## config.mk

```make
export PLATFORM = sky130hd
export DESIGN_NAME = ir_tx_ctrl
export DESIGN_NICKNAME = d
export VERILOG_FILES = /design/src/rtl/ir_tx_ctrl.sv
export SDC_FILE = /design/constraint.sdc
export NUM_CORES = 1
export LEC_CHECK = 0
export BUFFER_PORTS_ARGS = -buffer_cell sky130_fd_sc_hd__buf_2
export CAP_MARGIN = 0
export CORE_MARGIN = 2
export CORE_UTILIZATION = 50
export DETAILED_ROUTE_END_ITERATION = 7
export PLACE_DENSITY = 0.71
export SLEW_MARGIN = 40
export SYNTH_ARGS = -nofsm -noshare
export SYNTH_HDL_FRONTEND = slang
export SYNTH_SLANG_ARGS = --single-unit
```

## constraint.sdc

```tcl
create_clock -name CLK -period 4.18 [get_ports CLK]
set_input_delay 0.209 -clock CLK [delete_from_list [all_inputs] [get_ports CLK]]
set_output_delay 0.209 -clock CLK [all_outputs]
set_load 0.02 [all_outputs]
```

## src/rtl/ir_tx_ctrl.sv

```systemverilog
// IR car-remote transmitter: bus or push-button command, periodic/single-shot packet
// trigger, START/SELECT/R/L/B/F carrier bursts. Define IR_TX_STATUS_EN for BUSY/PKT_DONE.
module ir_tx_ctrl #(
  parameter logic [7:0] BASE_ADDR       = 8'h90,
  parameter int         CARRIER_HALF    = 1389,
  parameter int         PERIOD_CYCLES   = 10_000_000,
  parameter int         START_BURSTS    = 88,
  parameter int         SELECT_BURSTS   = 22,
  parameter int         GAP_BURSTS      = 40,
  parameter int         ASSERT_BURSTS   = 44,
  parameter int         DEASSERT_BURSTS = 22
) (
  input  logic       CLK,
  input  logic       RESET,
  input  logic       SWITCH_MODE,
  input  logic [3:0] PUSH_BUTTON,
  input  logic [7:0] BUS_ADDR,
  input  logic [7:0] BUS_DATA,
  input  logic       BUS_WE,
  output logic       IR_LED
`ifdef IR_TX_STATUS_EN
  ,
  output logic       BUSY,
  output logic       PKT_DONE
`endif
);

  function automatic int max2(input int a, input int b);
    return (a > b) ? a : b;
  endfunction

  localparam int MAX_BURSTS = max2(max2(max2(START_BURSTS, SELECT_BURSTS),
                                        max2(GAP_BURSTS, ASSERT_BURSTS)), DEASSERT_BURSTS);
  localparam int HALF_W  = max2($clog2(CARRIER_HALF), 1);
  localparam int BURST_W = max2($clog2(MAX_BURSTS), 1);
  localparam int TIMER_W = max2($clog2(PERIOD_CYCLES), 1);

  typedef logic [BURST_W-1:0] burst_t;

  localparam logic [HALF_W-1:0]  HALF_LAST   = HALF_W'(CARRIER_HALF - 1);
  localparam logic [TIMER_W-1:0] TIMER_LAST  = TIMER_W'(PERIOD_CYCLES - 1);
  localparam burst_t             START_LAST  = burst_t'(START_BURSTS - 1);
  localparam burst_t             SELECT_LAST = burst_t'(SELECT_BURSTS - 1);
  localparam burst_t             GAP_LAST    = burst_t'(GAP_BURSTS - 1);
  localparam burst_t             ASSERT_LAST = burst_t'(ASSERT_BURSTS - 1);
  localparam burst_t             DEASS_LAST  = burst_t'(DEASSERT_BURSTS - 1);

  // Each gap state knows which burst follows it.
  typedef enum logic [3:0] {
    S_IDLE, S_START, S_GAP_SEL, S_SELECT, S_GAP_R, S_RIGHT,
    S_GAP_L, S_LEFT, S_GAP_B, S_BACK, S_GAP_F, S_FWD
  } state_t;

  state_t              state, next_state;
  logic [3:0]          cmd_reg, cmd_sel, snap;
  logic                enable, pending;
  logic [TIMER_W-1:0]  timer;
  logic [HALF_W-1:0]   half_cnt;
  logic                phase;
  burst_t              burst_cnt, burst_last;
  logic                in_burst, state_end, start, trigger, run;
  logic                wr_cmd, wr_ctrl;
  logic                bus_data_unused;

  function automatic burst_t dir_last(input logic bit_set);
    return bit_set ? ASSERT_LAST : DEASS_LAST;
  endfunction

  assign bus_data_unused = ^BUS_DATA[7:4];
  assign wr_cmd  = BUS_WE && !SWITCH_MODE && (BUS_ADDR == BASE_ADDR);
  assign wr_ctrl = BUS_WE && !SWITCH_MODE && (BUS_ADDR == BASE_ADDR + 8'd1);
  assign run     = enable || SWITCH_MODE;
  assign trigger = run && (timer == TIMER_LAST);
  assign start   = (state == S_IDLE) && (trigger || pending);

  always_comb begin
    // NOTE: every output of a combinational block gets a default first, so no path leaves it unassigned and no latch is inferred.
    burst_last = GAP_LAST;
    in_burst   = 1'b1;
    case (state)
      S_START:  burst_last = START_LAST;
      S_SELECT: burst_last = SELECT_LAST;
      S_RIGHT:  burst_last = dir_last(snap[0]);
      S_LEFT:   burst_last = dir_last(snap[1]);
      S_BACK:   burst_last = dir_last(snap[2]);
      S_FWD:    burst_last = dir_last(snap[3]);
      default:  in_burst   = 1'b0;
    endcase
  end

  assign state_end = (state != S_IDLE) && (half_cnt == HALF_LAST) && phase &&
                     (burst_cnt == burst_last);

  always_comb begin
    next_state = state;
    case (state)
      S_IDLE:    if (start)     next_state = S_START;
      S_START:   if (state_end) next_state = S_GAP_SEL;
      S_GAP_SEL: if (state_end) next_state = S_SELECT;
      S_SELECT:  if (state_end) next_state = S_GAP_R;
      S_GAP_R:   if (state_end) next_state = S_RIGHT;
      S_RIGHT:   if (state_end) next_state = S_GAP_L;
      S_GAP_L:   if (state_end) next_state = S_LEFT;
      S_LEFT:    if (state_end) next_state = S_GAP_B;
      S_GAP_B:   if (state_end) next_state = S_BACK;
      S_BACK:    if (state_end) next_state = S_GAP_F;
      S_GAP_F:   if (state_end) next_state = S_FWD;
      S_FWD:     if (state_end) next_state = S_IDLE;
      default:                  next_state = S_IDLE;
    endcase
  end

  // NOTE: clocked state uses non-blocking assignments so every register samples pre-edge values.
  always_ff @(posedge CLK) begin
    if (RESET) state <= S_IDLE;
    else       state <= next_state;
  end

  // Carrier counters restart at every state entry and sit at zero in IDLE.
  always_ff @(posedge CLK) begin
    if (RESET || state == S_IDLE || state_end) begin
      half_cnt  <= '0;
      phase     <= 1'b0;
      burst_cnt <= '0;
    end else if (half_cnt == HALF_LAST) begin
      half_cnt <= '0;
      phase    <= ~phase;
      if (phase) burst_cnt <= burst_cnt + 1'b1;
    end else begin
      half_cnt <= half_cnt + 1'b1;
    end
  end

  always_ff @(posedge CLK) begin
    if (RESET) begin
      cmd_reg <= '0;
      enable  <= 1'b0;
      pending <= 1'b0;
      cmd_sel <= '0;
      snap    <= '0;
      timer   <= '0;
      IR_LED  <= 1'b0;
    end else begin
      if (wr_cmd)  cmd_reg <= BUS_DATA[3:0];
      if (wr_ctrl) enable  <= BUS_DATA[0];
      // A start consumes the pending request, merging it with a coincident periodic trigger.
      if (start)                        pending <= 1'b0;
      else if (wr_ctrl && BUS_DATA[1])  pending <= 1'b1;
      cmd_sel <= SWITCH_MODE ? PUSH_BUTTON : cmd_reg;
      if (start) snap <= cmd_sel;
      if (!run || trigger) timer <= '0;
      else                 timer <= timer + 1'b1;
      IR_LED <= in_burst && !phase;
    end
  end

`ifdef IR_TX_STATUS_EN
  assign BUSY = (state != S_IDLE);

  always_ff @(posedge CLK) begin
    if (RESET) PKT_DONE <= 1'b0;
    else       PKT_DONE <= (state == S_FWD) && state_end;
  end
`endif

endmodule

```

== Word-level counts from Yosys, hierarchy flattened ==
Cells that the tools add are included.
Cells by class
  multipliers: 0
  shift-type cells: 0
  order comparisons: 0
  eq/ne operators: 28
  add/sub/neg operators: 3
  divide/modulo/power cells: 0
  bitwise operators: 1
  muxes and demuxes: 20
  reductions and logical operators: 26
Operators by type and width (number)
  two-way mux 4 bit: 13
  one-hot mux 4 bit (12 select lines): 1
  one-hot mux 7 bit (6 select lines): 1
  adder 24 x 1 -> 24 bit (second input constant): 1
  equality test 24 bit (second input constant): 1
  two-way mux 6 bit: 4
  != test 2 bit (second input constant): 12
  equality test 4 x 3 -> 1 bit (second input constant): 4
  equality test 4 bit (second input constant): 4
  equality test 8 bit (second input constant): 2
  AND reduction 12 bit: 1
  adder 11 x 1 -> 11 bit (second input constant): 1
  equality test 11 bit (second input constant): 1
  logical AND 1 bit: 10
  equality test 4 x 2 -> 1 bit (second input constant): 2
  adder 7 x 1 -> 7 bit (second input constant): 1
  equality test 7 bit: 1
  OR reduction 2 bit: 3
  OR reduction 6 bit: 1
  logical OR 1 bit: 5
  equality test 4 x 1 -> 1 bit (second input constant): 1
  logical NOT 4 bit: 1
  nonzero test 4 bit: 1
  logical NOT 1 bit: 3
  other kinds (3): 3
Word-level totals
  RAM bits: 0
  bits of input ports: 24
  word-level logic and storage cells: 89
  ROM bits: 0
  flip-flop bits (word level): 62
  output and inout port bits: 1
  bits in latches: 0
  memories: 0

== Longest topological paths before layout ==
  depth after elaboration: 6
  mapped depth: 9
  depth with buffers taken out: 8

== Worst setup path before layout ==
Ideal clock, no wire load.
  path type: register to register
  from: reg state[2]
  to: reg burst_cnt[1]
  arrival: 1.736 ns
  period minus slack after synthesis: 1.857 ns
  path slack: 2.323 ns
  path buffers: 2
  cell stages (with the launch flop): 9
  data required time: 4.059 ns
  setup time: 0.121 ns
  cell sequence: dfxtp_1 > buf_2 > nor4b_2 > xnor2_1 > nand4_2 > nor4_2 > and2_1 > buf_4 > nor3_2
Between the ends
  cells in the longest elaborated chain, start to end: 5
  elaborated cells on any way between the ends: 15
  those cells by class: eq/ne: 7; mux: 1; reduce/logical: 7
RTL lines
  start: declaration: line 54  | state_t state, next_state;
  start signal: assignment: line 116  | else state <= next_state;
  equality test 4 bit, or another cell as far along: line 80  | case (state)
  one-hot mux 7 bit (6 select lines) or logical AND 1 bit (tied branches): line 80, 91
  equality test 7 bit or logical AND 1 bit (tied branches): line 92, 91
  logical AND 1 bit: line 91  | assign state_end = (state != S_IDLE) && (half_cnt == HALF_LAST) && phase &&
  logical OR 1 bit *: line 121  | if (RESET || state == S_IDLE || state_end) begin
  end signal: assignment: line 128  | if (phase) burst_cnt <= burst_cnt + 1'b1;
  end: declaration: line 60  | burst_t burst_cnt, burst_last;
Mark *: on every way between the ends. The rest lies on a longest branch, timed or not.
A chain may end at the register's enable or synchronous reset.

== Worst setup path in the final report ==
  from: reg half_cnt[0]
  to: reg burst_cnt[5]
Between the ends
  cells in the longest elaborated chain, start to end: 5
  elaborated cells on any way between the ends: 6
  those cells by class: eq/ne: 1; reduce/logical: 5
RTL lines
  start: declaration: line 58  | logic [HALF_W-1:0] half_cnt;
  start signal: assignment: line 130  | half_cnt <= half_cnt + 1'b1;
  equality test 11 bit *: line 91, 125
  logical AND 1 bit (3 in series): line 91
  logical OR 1 bit: line 121
Marks and branches as above.

==> impl_results.rst <==
.. list-table::
   :header-rows: 1

   * - Metric
     - Value
   * - Compound-Gate Fraction of Synth Area
     - approximately 4.8%
   * - ANT cells
     - 0
   * - Clock Pin Slew Worst Setup and Hold Paths
     - ~60 ps
   * - Portion of total power attributed to combinational logic
     - 2.0%
   * - Drt first-iter violations
     - between 90 and 100
   * - Commonest register cell after synthesis
     - dfxtp_1
   * - Cell with the most instances after synthesis
     - dfxtp_1
   * - Avg Synthesized Cell Area
     - between 9 and 10 sq um
   * - Sink Count
     - between 60 and 70
   * - Outcome
     - complete, no violations
   * - Post-DRT Antenna Nets
     - 0
   * - Final wirelength
     - approximately 5000 um
   * - Internal Pwr Total
     - 0.923 mW
   * - Maximum number of pins on one net before global-route repair
     - 25
   * - CP arrival
     - around 2400 ps
   * - Count of cells resized by post-cts repair
     - 0
   * - TritonCTS clock tree
     - built
   * - Delay-heaviest family, CP
     - simple AND/OR/NAND/NOR gates
   * - Skew final
     - 5.21 ps
   * - Critical Path, Cell by Cell
     - inv_1, ha_1, nand4_1, nor4_2, nand3_1, nor4_2, and2_1, nor3_2
   * - Number of hold-repair buffers added at the cts stage
     - 0
   * - Number of distinct library cell variants in the gate-level netlist after synthesis
     - 44
   * - Number of buffers inserted by post-CTS setup repair
     - 0
   * - Cell at the root of the clock tree
     - clkbuf_8
   * - Via count of the first global-routing pass
     - 1965
   * - Number of enable-type register cells in the synthesized netlist
     - 0
   * - RSZ-0062 raised after global routing
     - false
   * - Height of the die
     - approximately 80 um
   * - LEAKAGE
     - around 1.1 nW
   * - Number of top-level pins
     - 25
   * - Die Footprint
     - about 6400 sq um
   * - Register share of total power
     - a little over 50%
   * - Post-Synth XOR/XNOR Area
     - between 10 and 15%
   * - Per-cell via count in the routed design
     - ~5.3
   * - Largest vdd supply drop
     - just over 0.3 mV
   * - Max transition margin
     - between 40% and 50%
   * - Clock insertion delay at the later pin of the skew report
     - around 340 ps
   * - Number of antenna violations at the first check in global routing
     - 0
   * - Max-slew violation count
     - 0
   * - Yosys top cell area share
     - between 40% and 50%
   * - Period utilisation layout
     - between 50% and 60%
   * - Number of cells on the critical path
     - 8
   * - Yosys top cell by area
     - dfxtp_1
   * - Accumulated negative setup slack
     - 0 ps
   * - Number of synthesis warnings
     - 0
   * - Class of the tightest hold or removal check
     - in2reg
   * - MaxCap Viol Count
     - 0
   * - Width of the die
     - roughly 80 um
   * - Share of flip-flops with an asynchronous set or reset
     - 0%
   * - Largest registers
     - timer (24), half_cnt (11), burst_cnt (7)
   * - Flop-to-flop setup slack
     - between 1500 and 2000 ps
   * - Longest Clk Path Bufs
     - 2
   * - Synthesized area
     - around 2900 sq um
   * - GRT Resource Usage Total
     - 17.5%
   * - Number of nets in the synthesized netlist
     - approximately 340
   * - Detail-routed net length per standard cell
     - around 12 um
   * - Multiplexer share of the synthesized area
     - approximately 6.3%
   * - Most flops, register
     - timer
   * - Final #Nets
     - ~360
   * - Adder-cell share of the synthesized area
     - between 1.5 and 2%
   * - Floorplan row count
     - 27
   * - Setup crit end kind
     - register
   * - Filler cell count
     - just under 500
   * - Synthesis-to-finish area growth
     - 11.7%
   * - Simple-gate portion of the synthesized area
     - between 20% and 30%
   * - Portion of the post-synthesis area used by sequential elements
     - 43.3%
   * - Fraction of final layout cells with drive strength greater than 1
     - around 15%
   * - Maximum clock rate
     - roughly 450 MHz
   * - Start-to-end type of the worst setup path
     - reg2reg
   * - Effective utilization at floorplan
     - 52.1%
   * - Max reg flops
     - 24
   * - Switching Fraction
     - about a fifth
   * - Post-synth top cells
     - dfxtp_1, nor2_1, xor2_1
   * - Kind of start point of the critical path
     - register
   * - HPWL after DPL
     - between 3000 and 4000 um
   * - Capture point of the worst reg-to-reg path
     - burst_cnt[5]$_SDFFE_PP0P_
   * - Worst reg-to-reg path cell count
     - 8
   * - Final routed DRC violation total
     - 0
   * - FF/Latch Area
     - about 1200 sq um
   * - Weighted congestion at the end of routability-driven global placement
     - 0.879
   * - Core area
     - around 5500 sq um
   * - Worst path most repeated cell
     - nor4_2
   * - Worst slack on hold paths
     - about 100 ps
   * - Total number of H-tree levels
     - 3
   * - Clock period minus final worst setup slack
     - between 2000 and 2500 ps
   * - Worst path slowest cell
     - nor4_2
   * - Number of buffer and inverter stages on the critical path
     - 1
   * - Global-route wire length before repair
     - 8610 um
   * - Number of buffers added by the clock tree synthesis step
     - 9
   * - Count of buffers from port buffering
     - 20
   * - Cell Pwr Density
     - 361 nW/um^2
   * - Worst-Margin Slew
     - roughly 800 ps
   * - Overall via count from detail_route
     - approximately 2200
   * - Drt first pass iters
     - 4
   * - Post-Synthesis Cells
     - ~310
   * - Reg2reg start
     - half_cnt[0]$_SDFF_PP0_
   * - Source of the critical timing path
     - half_cnt[0]$_SDFF_PP0_
   * - Leading cell types by total area after synthesis
     - dfxtp_1, nor2_1, xor2_1
   * - Switching power
     - 0.231 mW
   * - Maximum single-stage delay on the critical path
     - between 400 and 500 ps
   * - Worst Path Required
     - around 4400 ps
   * - Clock group share of total power
     - a little under half
   * - Largest fanout of any net on the critical path
     - 6
   * - Area of the multi-input gates
     - 1530 sq um
   * - Overflow left after global routing
     - 0
   * - Dominant combinational cell family by area after synthesis
     - simple AND/OR/NAND/NOR gates
   * - Setup violation total in the final timing report
     - 0
   * - Flip-flop and latch count after synthesis
     - 62
   * - Last element of the critical path
     - burst_cnt[5]$_SDFFE_PP0P_
   * - Number of failing hold endpoints at the final stage
     - 0
-- metrics by stage --
step	std cells	total power, mW	setup WS [ps]	cell area (sq um)	utilization (%)
2_1_floorplan	314	0.620	2320	2870	-
3_3_place_gp	392	0.630	1990	2990	54.4
3_5_place_dp	392	0.631	1980	2990	54.4
4_1_cts	407	1.17	1920	3200	58.1
5_1_grt	407	1.20	1610	3200	58.1
6_report	407	1.15	1960	3200	58.1
-- worst reg2reg max path, cell delays in order (launching register included) --
cell     delay (ps)
dfxtp_1         330
inv_1            80
ha_1            150
nand4_1         120
nor4_2          460
nand3_1         260
nor4_2          230
and2_1          390
nor3_2           80
-- worst min path at each step --
stage,startpoint,endpoint,slack [ps],cells past startpoint
after CTS,BUS_DATA[3],cmd_reg[3]$_SDFFE_PP0P_,90,3
after global routing,PUSH_BUTTON[2],cmd_sel[2]$_SDFF_PP0_,100,3
after global placement,BUS_DATA[2],cmd_reg[2]$_SDFFE_PP0P_,440,3
final,BUS_DATA[3],cmd_reg[3]$_SDFFE_PP0P_,100,3
after detailed placement,PUSH_BUTTON[0],cmd_sel[0]$_SDFF_PP0_,450,3
after floorplan,BUS_DATA[0],cmd_reg[0]$_SDFFE_PP0P_,350,2
-- layout make-up --
class,instances,share of cell area (%)
multi-input combinational,229,47.8
timing repair buffer,20,3.13
tap,72,2.81
clock inverter,3,1.33
sequential,62,38.8
clock buffer,12,5.16
inverter,9,1.06
-- layer usage --
layer	track usage, %	part of all wire [%]	vias up
met5	0	0	-
met4	8.45	1.2	0
met3	6.22	4.1	5
met2	27.0	47	25
met1	21.7	48	1010
li1	-	-	1119
-- power groups by stage --
stage          logic [mW]  clock network, mW  registers [mW]
6_report           0.0231              0.537           0.595
3_5_place_dp       0.0232                  0           0.608
4_1_cts            0.0233              0.551           0.595
2_1_floorplan      0.0128                  0           0.607
3_3_place_gp       0.0228                  0           0.608
5_1_grt            0.0260              0.577           0.594
-- logic make-up after synthesis --
group                    count (synthesis)
adder cells (fa/ha/maj)                  4
AND/OR/NAND/NOR                        152
flip-flops                              62
AO/OA/AOI/OAI                           17
XOR/XNOR                                38
multiplexers                            18
buffers and inverters                   23
-- cells in the final DEF (no fill, tap or decap), drive strengths merged, types with 3 or more instances in the layout --
master | Yosys | routed
dfxtp | 62 | 62
nor2 | 55 | 55
xor2 | 23 | 23
buf | 6 | 20
nand3 | 18 | 18
mux2i | 17 | 17
nand2 | 16 | 16
xnor2 | 15 | 15
nand4 | 14 | 14
nor3 | 13 | 13
clkbuf | 8 | 12
inv | 9 | 9
nor4 | 8 | 8
and3 | 6 | 6
or3 | 4 | 4
a21oi | 4 | 4
ha | 4 | 4
nand2b | 3 | 3
nor4b | 3 | 3
o21ai | 3 | 3
Note: power is estimated with default switching activity, not from simulation.
